<file path="config.mk">
export PLATFORM = sky130hd
export DESIGN_NAME = dmem_responder
export DESIGN_NICKNAME = d
export VERILOG_FILES = /design/src/rtl/dmem_responder.sv
export SDC_FILE = /design/constraint.sdc
export NUM_CORES = 2
export LEC_CHECK = 0
export ABC_CLOCK_PERIOD_IN_PS = 7200
export CAP_MARGIN = 25
export CELL_PAD_IN_SITES_DETAIL_PLACEMENT = 0
export CELL_PAD_IN_SITES_GLOBAL_PLACEMENT = 2
export CORE_UTILIZATION = 47
export DETAILED_ROUTE_END_ITERATION = 16
export PLACE_DENSITY = 0.83
export SYNTH_ARGS = -nofsm -noshare
export SYNTH_HDL_FRONTEND = slang
export SYNTH_SLANG_ARGS = --single-unit
export TNS_END_PERCENT = 1
</file>
<file path="constraint.sdc">
create_clock -name clk -period 7.2 [get_ports clk]
set_input_delay 1.44 -clock clk [delete_from_list [all_inputs] [get_ports clk]]
set_output_delay 1.44 -clock clk [all_outputs]
set_load 0.02 [all_outputs]
</file>
<file path="src/rtl/dmem_responder.sv">
// dmem_responder: data-memory slave for the MEM stage of the pipelined RV32 core.
// It accepts one load/store at a time and models a fixed access latency. It steers
// byte, halfword and word lanes and returns a registered response that is held
// until the core takes it.
//
// Ports
//   clk, rst          clock; asynchronous reset, active-low
//   req_valid/ready   request handshake (ready only while IDLE)
//   req_we            1=store, 0=load
//   req_addr          byte address (upper bits beyond the array are ignored)
//   req_funct3        RV32I funct3 of the access
//   req_wdata         right-aligned store data
//   rsp_valid/ready   response handshake
//   rsp_rdata         extended load data; 0 for stores and errors
//   rsp_err           misaligned access or illegal funct3
//   busy              high whenever the FSM is not IDLE
module dmem_responder #(
    parameter int unsigned DEPTH   = 64,
    parameter int unsigned ADDR_W  = 32,
    parameter int unsigned LATENCY = 2
) (
    input  logic              clk,
    input  logic              rst,
    input  logic              req_valid,
    output logic              req_ready,
    input  logic              req_we,
    input  logic [ADDR_W-1:0] req_addr,
    input  logic [2:0]        req_funct3,
    input  logic [31:0]       req_wdata,
    output logic              rsp_valid,
    input  logic              rsp_ready,
    output logic [31:0]       rsp_rdata,
    output logic              rsp_err,
    output logic              busy
);

    localparam int unsigned IDX_W = $clog2(DEPTH);
    localparam int unsigned LA_W  = IDX_W + 2;
    localparam int unsigned CNT_W = (LATENCY > 1) ? $clog2(LATENCY) : 1;

    typedef enum logic [1:0] {IDLE, WAIT, RESP} state_t;

    state_t             state, nxt_state;
    logic [CNT_W-1:0]   cnt, nxt_cnt;
    logic               nxt_rsp_valid, nxt_rsp_err;
    logic [31:0]        nxt_rsp_rdata;
    logic               accept_c, commit_c, mem_we_c;

    // Latched request copy; only the bits that select a word and lane are kept.
    logic               lat_we;
    logic [LA_W-1:0]    lat_addr;
    logic [2:0]         lat_f3;
    logic [31:0]        lat_wdata;

    logic [31:0]        mem [DEPTH];

    // Address bits above the array index wrap away by design.
    logic               unused_addr_c;
    assign unused_addr_c = ^req_addr[ADDR_W-1:LA_W];

    // Operand source: the live request while IDLE (LATENCY==1 commits on the
    // accept edge), otherwise the latched copy.
    logic               op_we;
    logic [LA_W-1:0]    op_addr;
    logic [2:0]         op_f3;
    logic [31:0]        op_wdata;
    logic [IDX_W-1:0]   op_idx;
    logic [1:0]         op_off;

    always_comb begin
        if (state == IDLE) begin
            op_we    = req_we;
            op_addr  = req_addr[LA_W-1:0];
            op_f3    = req_funct3;
            op_wdata = req_wdata;
        end else begin
            op_we    = lat_we;
            op_addr  = lat_addr;
            op_f3    = lat_f3;
            op_wdata = lat_wdata;
        end
        op_idx = op_addr[LA_W-1:2];
        op_off = op_addr[1:0];
    end

    // Error detection: misalignment, reserved funct3, or an unsigned-style store.
    logic op_err;
    always_comb begin
        op_err = 1'b0;
        if (op_f3[1:0] == 2'b11)                       op_err = 1'b1;
        if (op_f3 == 3'b110)                           op_err = 1'b1;
        if (op_we && op_f3[2])                         op_err = 1'b1;
        if (op_f3[1:0] == 2'b01 && op_off[0])          op_err = 1'b1;
        if (op_f3[1:0] == 2'b10 && op_off != 2'b00)    op_err = 1'b1;
    end

    // Load lane extraction and extension.
    logic [31:0] rd_word, load_data;
    logic [7:0]  rd_byte;
    logic [15:0] rd_half;
    always_comb begin
        rd_word = mem[op_idx];
        case (op_off)
            2'd0:    rd_byte = rd_word[7:0];
            2'd1:    rd_byte = rd_word[15:8];
            2'd2:    rd_byte = rd_word[23:16];
            default: rd_byte = rd_word[31:24];
        endcase
        rd_half = op_off[1] ? rd_word[31:16] : rd_word[15:0];
        case (op_f3)
            3'b000:  load_data = {{24{rd_byte[7]}}, rd_byte};
            3'b100:  load_data = {24'd0, rd_byte};
            3'b001:  load_data = {{16{rd_half[15]}}, rd_half};
            3'b101:  load_data = {16'd0, rd_half};
            3'b010:  load_data = rd_word;
            default: load_data = 32'd0;
        endcase
    end

    // Store byte enables with the data replicated across lanes.
    logic [3:0]  st_be;
    logic [31:0] st_wd;
    always_comb begin
        case (op_f3[1:0])
            2'b00: begin
                st_be = 4'b0001 << op_off;
                st_wd = {4{op_wdata[7:0]}};
            end
            2'b01: begin
                st_be = op_off[1] ? 4'b1100 : 4'b0011;
                st_wd = {2{op_wdata[15:0]}};
            end
            2'b10: begin
                st_be = 4'b1111;
                st_wd = op_wdata;
            end
            default: begin
                st_be = 4'b0000;
                st_wd = 32'd0;
            end
        endcase
    end

    // Next-state and next-output logic.
    always_comb begin
        nxt_state     = state;
        nxt_cnt       = cnt;
        nxt_rsp_valid = rsp_valid;
        nxt_rsp_rdata = rsp_rdata;
        nxt_rsp_err   = rsp_err;
        accept_c      = 1'b0;
        commit_c      = 1'b0;
        case (state)
            IDLE: begin
                if (req_valid) begin
                    accept_c = 1'b1;
                    nxt_cnt  = CNT_W'(LATENCY - 1);
                    if (LATENCY == 1) begin
                        nxt_state = RESP;
                        commit_c  = 1'b1;
                    end else begin
                        nxt_state = WAIT;
                    end
                end
            end
            WAIT: begin
                nxt_cnt = cnt - CNT_W'(1);
                if (cnt == CNT_W'(1)) begin
                    nxt_state = RESP;
                    commit_c  = 1'b1;
                end
            end
            RESP: begin
                if (rsp_ready) begin
                    nxt_state     = IDLE;
                    nxt_rsp_valid = 1'b0;
                end
            end
            default: nxt_state = IDLE;
        endcase
        // Entering RESP: sample load data / error into the held response.
        if (commit_c) begin
            nxt_rsp_valid = 1'b1;
            nxt_rsp_err   = op_err;
            nxt_rsp_rdata = (op_err || op_we) ? 32'd0 : load_data;
        end
    end

    assign mem_we_c = commit_c && op_we && !op_err && rst;

    // State, counter, latched request and registered outputs.
    always_ff @(posedge clk or negedge rst) begin
        if (!rst) begin
            state     <= IDLE;
            cnt       <= '0;
            req_ready <= 1'b1;
            rsp_valid <= 1'b0;
            rsp_rdata <= 32'd0;
            rsp_err   <= 1'b0;
            busy      <= 1'b0;
            lat_we    <= 1'b0;
            lat_addr  <= '0;
            lat_f3    <= 3'd0;
            lat_wdata <= 32'd0;
        end else begin
            state     <= nxt_state;
            cnt       <= nxt_cnt;
            req_ready <= (nxt_state == IDLE);
            rsp_valid <= nxt_rsp_valid;
            rsp_rdata <= nxt_rsp_rdata;
            rsp_err   <= nxt_rsp_err;
            busy      <= (nxt_state != IDLE);
            if (accept_c) begin
                lat_we    <= req_we;
                lat_addr  <= req_addr[LA_W-1:0];
                lat_f3    <= req_funct3;
                lat_wdata <= req_wdata;
            end
        end
    end

    // Array write with byte enables; contents are intentionally not reset.
    always_ff @(posedge clk) begin
        if (mem_we_c) begin
            for (int b = 0; b < 4; b++) begin
                if (st_be[b]) mem[op_idx][8*b +: 8] <= st_wd[8*b +: 8];
            end
        end
    end

endmodule

</file>
# Word level (Yosys, flattened, before mapping)
# Memories as Yosys holds them, arrays and structs flattened.
# Index checks and enable logic that the tools add are counted.
# op_classes
reduce_logical	20
n_mux	41
add_sub_neg	1
shift	1
eq_ne	13
# op_table
cell	count
32-bit one-hot mux with 5 select lines	1
32-bit one-hot mux with 3 select lines	1
32-bit 2-to-1 mux	2
1-bit 2-to-1 mux	26
8-bit one-hot mux with 3 select lines	1
16-bit 2-to-1 mux	1
4-bit one-hot mux with 3 select lines	1
2-bit nonzero test	5
3-bit equality test, second input constant	3
2-bit equality test, second input constant	4
2-bit logical NOT	4
8-bit 2-to-1 mux	1
2-bit by 1-bit equality test with 1-bit output, second input constant	3
1-bit logical AND	6
2-bit 2-to-1 mux	3
2-bit one-hot mux with 3 select lines	1
4-bit 2-to-1 mux	1
2-bit AND reduction	2
1-bit by 2-bit << shifter with 4-bit output, first input constant	1
3-bit by 1-bit equality test with 1-bit output, second input constant	1
3-bit by 2-bit equality test with 1-bit output, second input constant	1
3-bit logical NOT	1
3-bit 2-to-1 mux	1
2-bit inequality test, second input constant	1
4 further kinds	4
# totals
regBits	83
mem_count	1
wordCells	88
ramBits	2048
out_inout_bits	36
# mem_list
name	depth	width	rd	rd_ports_with_merged_regs	wr	line	rtl
mem	64	32	1	0	1	55	logic [31:0] mem [DEPTH];

# Depth between registers and ports, before layout
# logic_depth
depth_word	13
mapped_depth	16
depth_no_buf	9

# Least setup slack after synthesis
# Ideal clock, no wire load.
# synth_path
path_type	input-to-reg
from	in req_funct3[0]
to	mem mem[0][15] (data pin)
slack_ps	1479
t_arrival_ps	5019
setup_ps	702
path_stages	5
cell_sequence	mux2i_1 clkbuf_1 nand2_1 clkbuf_1 o21ai_0
# synth_via
elab_chain_cells	3
elab_cells_between_ends	5
classes_between	eq/ne (2); mux (2); reduce/logical (1)
# synth_rtl
element	line	rtl
from (decl)	28	input logic [2:0] req_funct3,
3-bit 2-to-1 mux *	71	if (state == IDLE) begin
2-bit equality test (tied with other cells)	124	case (op_f3[1:0])
32-bit one-hot mux with 3 select lines *	124	
net st_wd[15]	122	logic [31:0] st_wd;
to (decl)	55	
# The timed path passes the listed nets; every way through them passes the cells marked *.

# Worst setup path in the final report
# layout_path
from	in req_addr[4]
to	reg rsp_rdata[0]
# layout_via
elab_chain_cells	5
elab_cells_between_ends	6
classes_between	mux (5); memory (1)
# layout_rtl
element	line	rtl
from (decl)	27	input logic [ADDR_W-1:0] req_addr,
8-bit 2-to-1 mux *	71	
memory 64 x 32 bit *	n/a	
8-bit one-hot mux with 3 select lines / 16-bit 2-to-1 mux (equally long branches)	103, 109	
32-bit one-hot mux with 5 select lines *	110	case (op_f3)
32-bit 2-to-1 mux *	185	nxt_rsp_rdata = (op_err || op_we) ? 32'd0 : load_data;
to (signal assigned)	210	rsp_rdata <= nxt_rsp_rdata;
to (decl)	32	output logic [31:0] rsp_rdata,
# Every way passes the cells marked *; elsewhere a longest branch is shown, timed or not.
# A chain may end at the register's enable or synchronous reset.

==> results.yml <==
clock_tree:
  cts_root_buffer: "clkbuf_16"
  numCtsBuffers: 203
  path_clk_slew_ns: 0.06
  cts_tree: "built"
  post_cts_buffers: 0
  clock_latency_ns: 0.86
  cts_resized: 0
  cts_hold_buf: 0
  cts_buffer_depth: 3
  cts_htree_levels: 4
  clock_sinks: 2131
run:
  max-cap-violations: 0
global_routing:
  grtUsageTotal: 0.299
  grt_max_degree: 74
  grt_pass1_vias: 49800
  grt_pass1_wl_mm: 373
  grt-ovfl-total: 0
  antenna_found_initial: 8
place:
  pre_cts_slack_ns: 0.728
  dp_hpwl_mm: 163
  dpl_cell_area_um2: 88000
  routabilityCongestion: 0.876
  port_buffers: 83
layout:
  layout-drive-gt1-share: 0.158
  nets: 5436
  finalInstanceArea_um2: 94400
  multiInputGateArea_um2: 16900
  fillers: 13500
  syn2layout_area_growth_pct: 15.5
  fin_util: 0.549
  seqCellArea_um2: 63600
power_and_ir_drop:
  ir_drop_mv: 0.586
  powerDensity_nw_per_um2: 480
  p_leak_nw: 30.1
  total_power_mw: 45.3
floorplan:
  design.core.area_um2: 172000
  start_util: 0.475
  rows: 152
  dieArea_um2: 176000
  ios: 108
  die_w_um: 419
  die_h_um: 419
yosys:
  syn_avg_cell_area_um2: 16.3
  synthCells: 5023
  synth_area_um2: 81700
  yosys_warnings: 0
  synth_top_area_frac: 0.753
  yosysSeqAreaShare: 0.778
  synth_flop_cell: "edfxtp_1"
  synth_edf_count: 2048
  async_flop_share: 0.0389
  yosys-top-cells-area: "edfxtp_1 75%, o22ai_1 4.2%, dfrtp_1 2.5%"
  synth_cell_type_count: 98
  syn_nets: 5095
  synth_seq_cells: 2131
  yosysTopAreaCell: "edfxtp_1"
outcome:
  status: "complete, no violations"
critical_path:
  critPathKind: "primary input to flop"
  crit_arrival_ns: 6.59
  worstPathMaxFanout: 19
  crit_required_ns: 7.99
  endpoint_kind: "flop"
  cp-start-kind: "primary input"
detailed_routing:
  drc: 0
  wl_per_cell_um: 33.6
  routed_wl_mm: 264
  first_pass_iters: 6
  vias: 52000
  vias_per_cell: 6.63
  ant_nets: 0
  drt_iter0_drc: 7171
timing:
  skew_ns: 0.0295
  rsz0062_at_grt: "no"
  fmax_ghz: 0.172
  final_hold_viol_count: 0
  setup_ws_ns: 1.40
  relSlewSlack: 0.230
  tightest_slew_ns: 1.14
  setup_viol: 0
  layout_min_cycle_time_ns: 5.80
  final_max_slew_viol_count: 0
  fin_crit_sh: 0.806
  tns_ns: 0
worst_hold_path:
  min_path_type: "flop to flop"
worst max-delay path: stages:
cell,delay [ns]
clkdlybuf4s50_1,1.11
nor3_1,0.21
mux2i_4,0.88
buf_12,0.31
buf_12,0.21
o22a_1,0.17
o221ai_1,0.10
or3_1,0.45
a2111oi_0,0.85
o2111ai_1,0.42
o2111ai_1,0.22
a22o_1,0.15
area by class of cell:
type	count	share of cell area
antenna	5	0.000133
sequential	2131	0.673
clock inverter	118	0.0106
timing repair buffer	523	0.0495
clock buffer	253	0.0570
tap	2310	0.0306
inverter	6	0.000239
multi-input combinational	2499	0.179
cell usage in the layout (no fill, tap or decap), types with 42 or more instances in the layout:
master / synthesis / layout
clkbuf_1: 162 / 42
nand3_1: 87 / 84
clkinv_1: 0 / 61
o22ai_1: 544 / 536
nand2_1: 373 / 372
a211oi_1: 52 / 52
clkdlybuf4s50_1: 0 / 82
buf_4: 37 / 396
dfrtp_1: 82 / 82
nor3_1: 231 / 220
o221ai_1: 102 / 102
nor4_1: 61 / 61
o21ai_0: 69 / 53
clkbuf_16: 0 / 206
edfxtp_1: 2048 / 2048
o41ai_1: 50 / 50
o32ai_1: 50 / 50
mux2i_1: 112 / 110
and3_1: 58 / 58
o22a_1: 64 / 64
mux2_2: 48 / 48
nor2_1: 126 / 113
power by group:
| part | switching [mW] | leakage (nW) | internal [mW] |
|---|---|---|---|
| Combinational | 13.2 | 7.39 | 4.34 |
| Sequential | 0.226 | 19.6 | 17.2 |
| Clock | 4.60 | 3.10 | 5.79 |
| Total | 18.0 | 30.1 | 27.3 |
registers in the layout, summed over array words and instances, names as in the netlist:
signal	flops
req_ready	1
mem	2048
lat_wdata	32
busy	1
cnt	1
rsp_rdata	32
lat_we	1
state	2
rsp_valid	1
lat_f3	3
rsp_err	1
lat_addr	8
cell families (layout without fill, tap and decap cells):
| group | after synthesis | after routing | share of synthesized area |
|---|---|---|---|
| flops | 2131 | 2131 | 0.778 |
| simple gates | 1042 | 1042 | 0.0617 |
| other cells | 0 | 5 | 0 |
| buf+inv | 393 | 900 | 0.0234 |
| compound gates | 1290 | 1290 | 0.115 |
| mux | 167 | 167 | 0.0220 |
worst paths after layout:
kind | from | to | slack (ns) | depth (start not counted)
setup reg to reg | state[0] | mem[8][15] | 2.02 | 11
max in group asynchronous | rst | lat_addr[3] | 5.52 | 2
hold reg to reg | lat_wdata[22] | lat_wdata[22] | 0.51 | 1
min in group asynchronous | rst | lat_f3[2] | 0.56 | 1
hold / removal | lat_wdata[22] | lat_wdata[22] | 0.51 | 1
setup / recovery | req_addr[4] | rsp_rdata[0] | 1.40 | 12
through the flow:
stage | hold slack (ns) | cells
6_report | 0.506 | 7845
5_1_grt | 0.523 | 7842
4_1_cts | 0.506 | 7836
3_5_place_dp | 0.490 | 7465
3_3_place_gp | 0.485 | 7459
2_1_floorplan | 0.480 | 5023
cells in the mapped netlist (69+ instances only):
library cell and count:
dfrtp_1 82, nor2_1 126, o21ai_0 69, nand3_1 87, edfxtp_1 2048, buf_2 146
mux2i_1 112, clkbuf_1 162, o22ai_1 544, nor3_1 231, nand2_1 373, o221ai_1 102
metal layers:
layer,vias up,GRT usage,share of wire
li1,21400,-,-
met1,26700,0.404,0.37
met2,3292,0.465,0.47
met3,592,0.0667,0.11
met4,2,0.130,0.047
met5,-,0,0.000049
(Power assumes the default switching activity.)
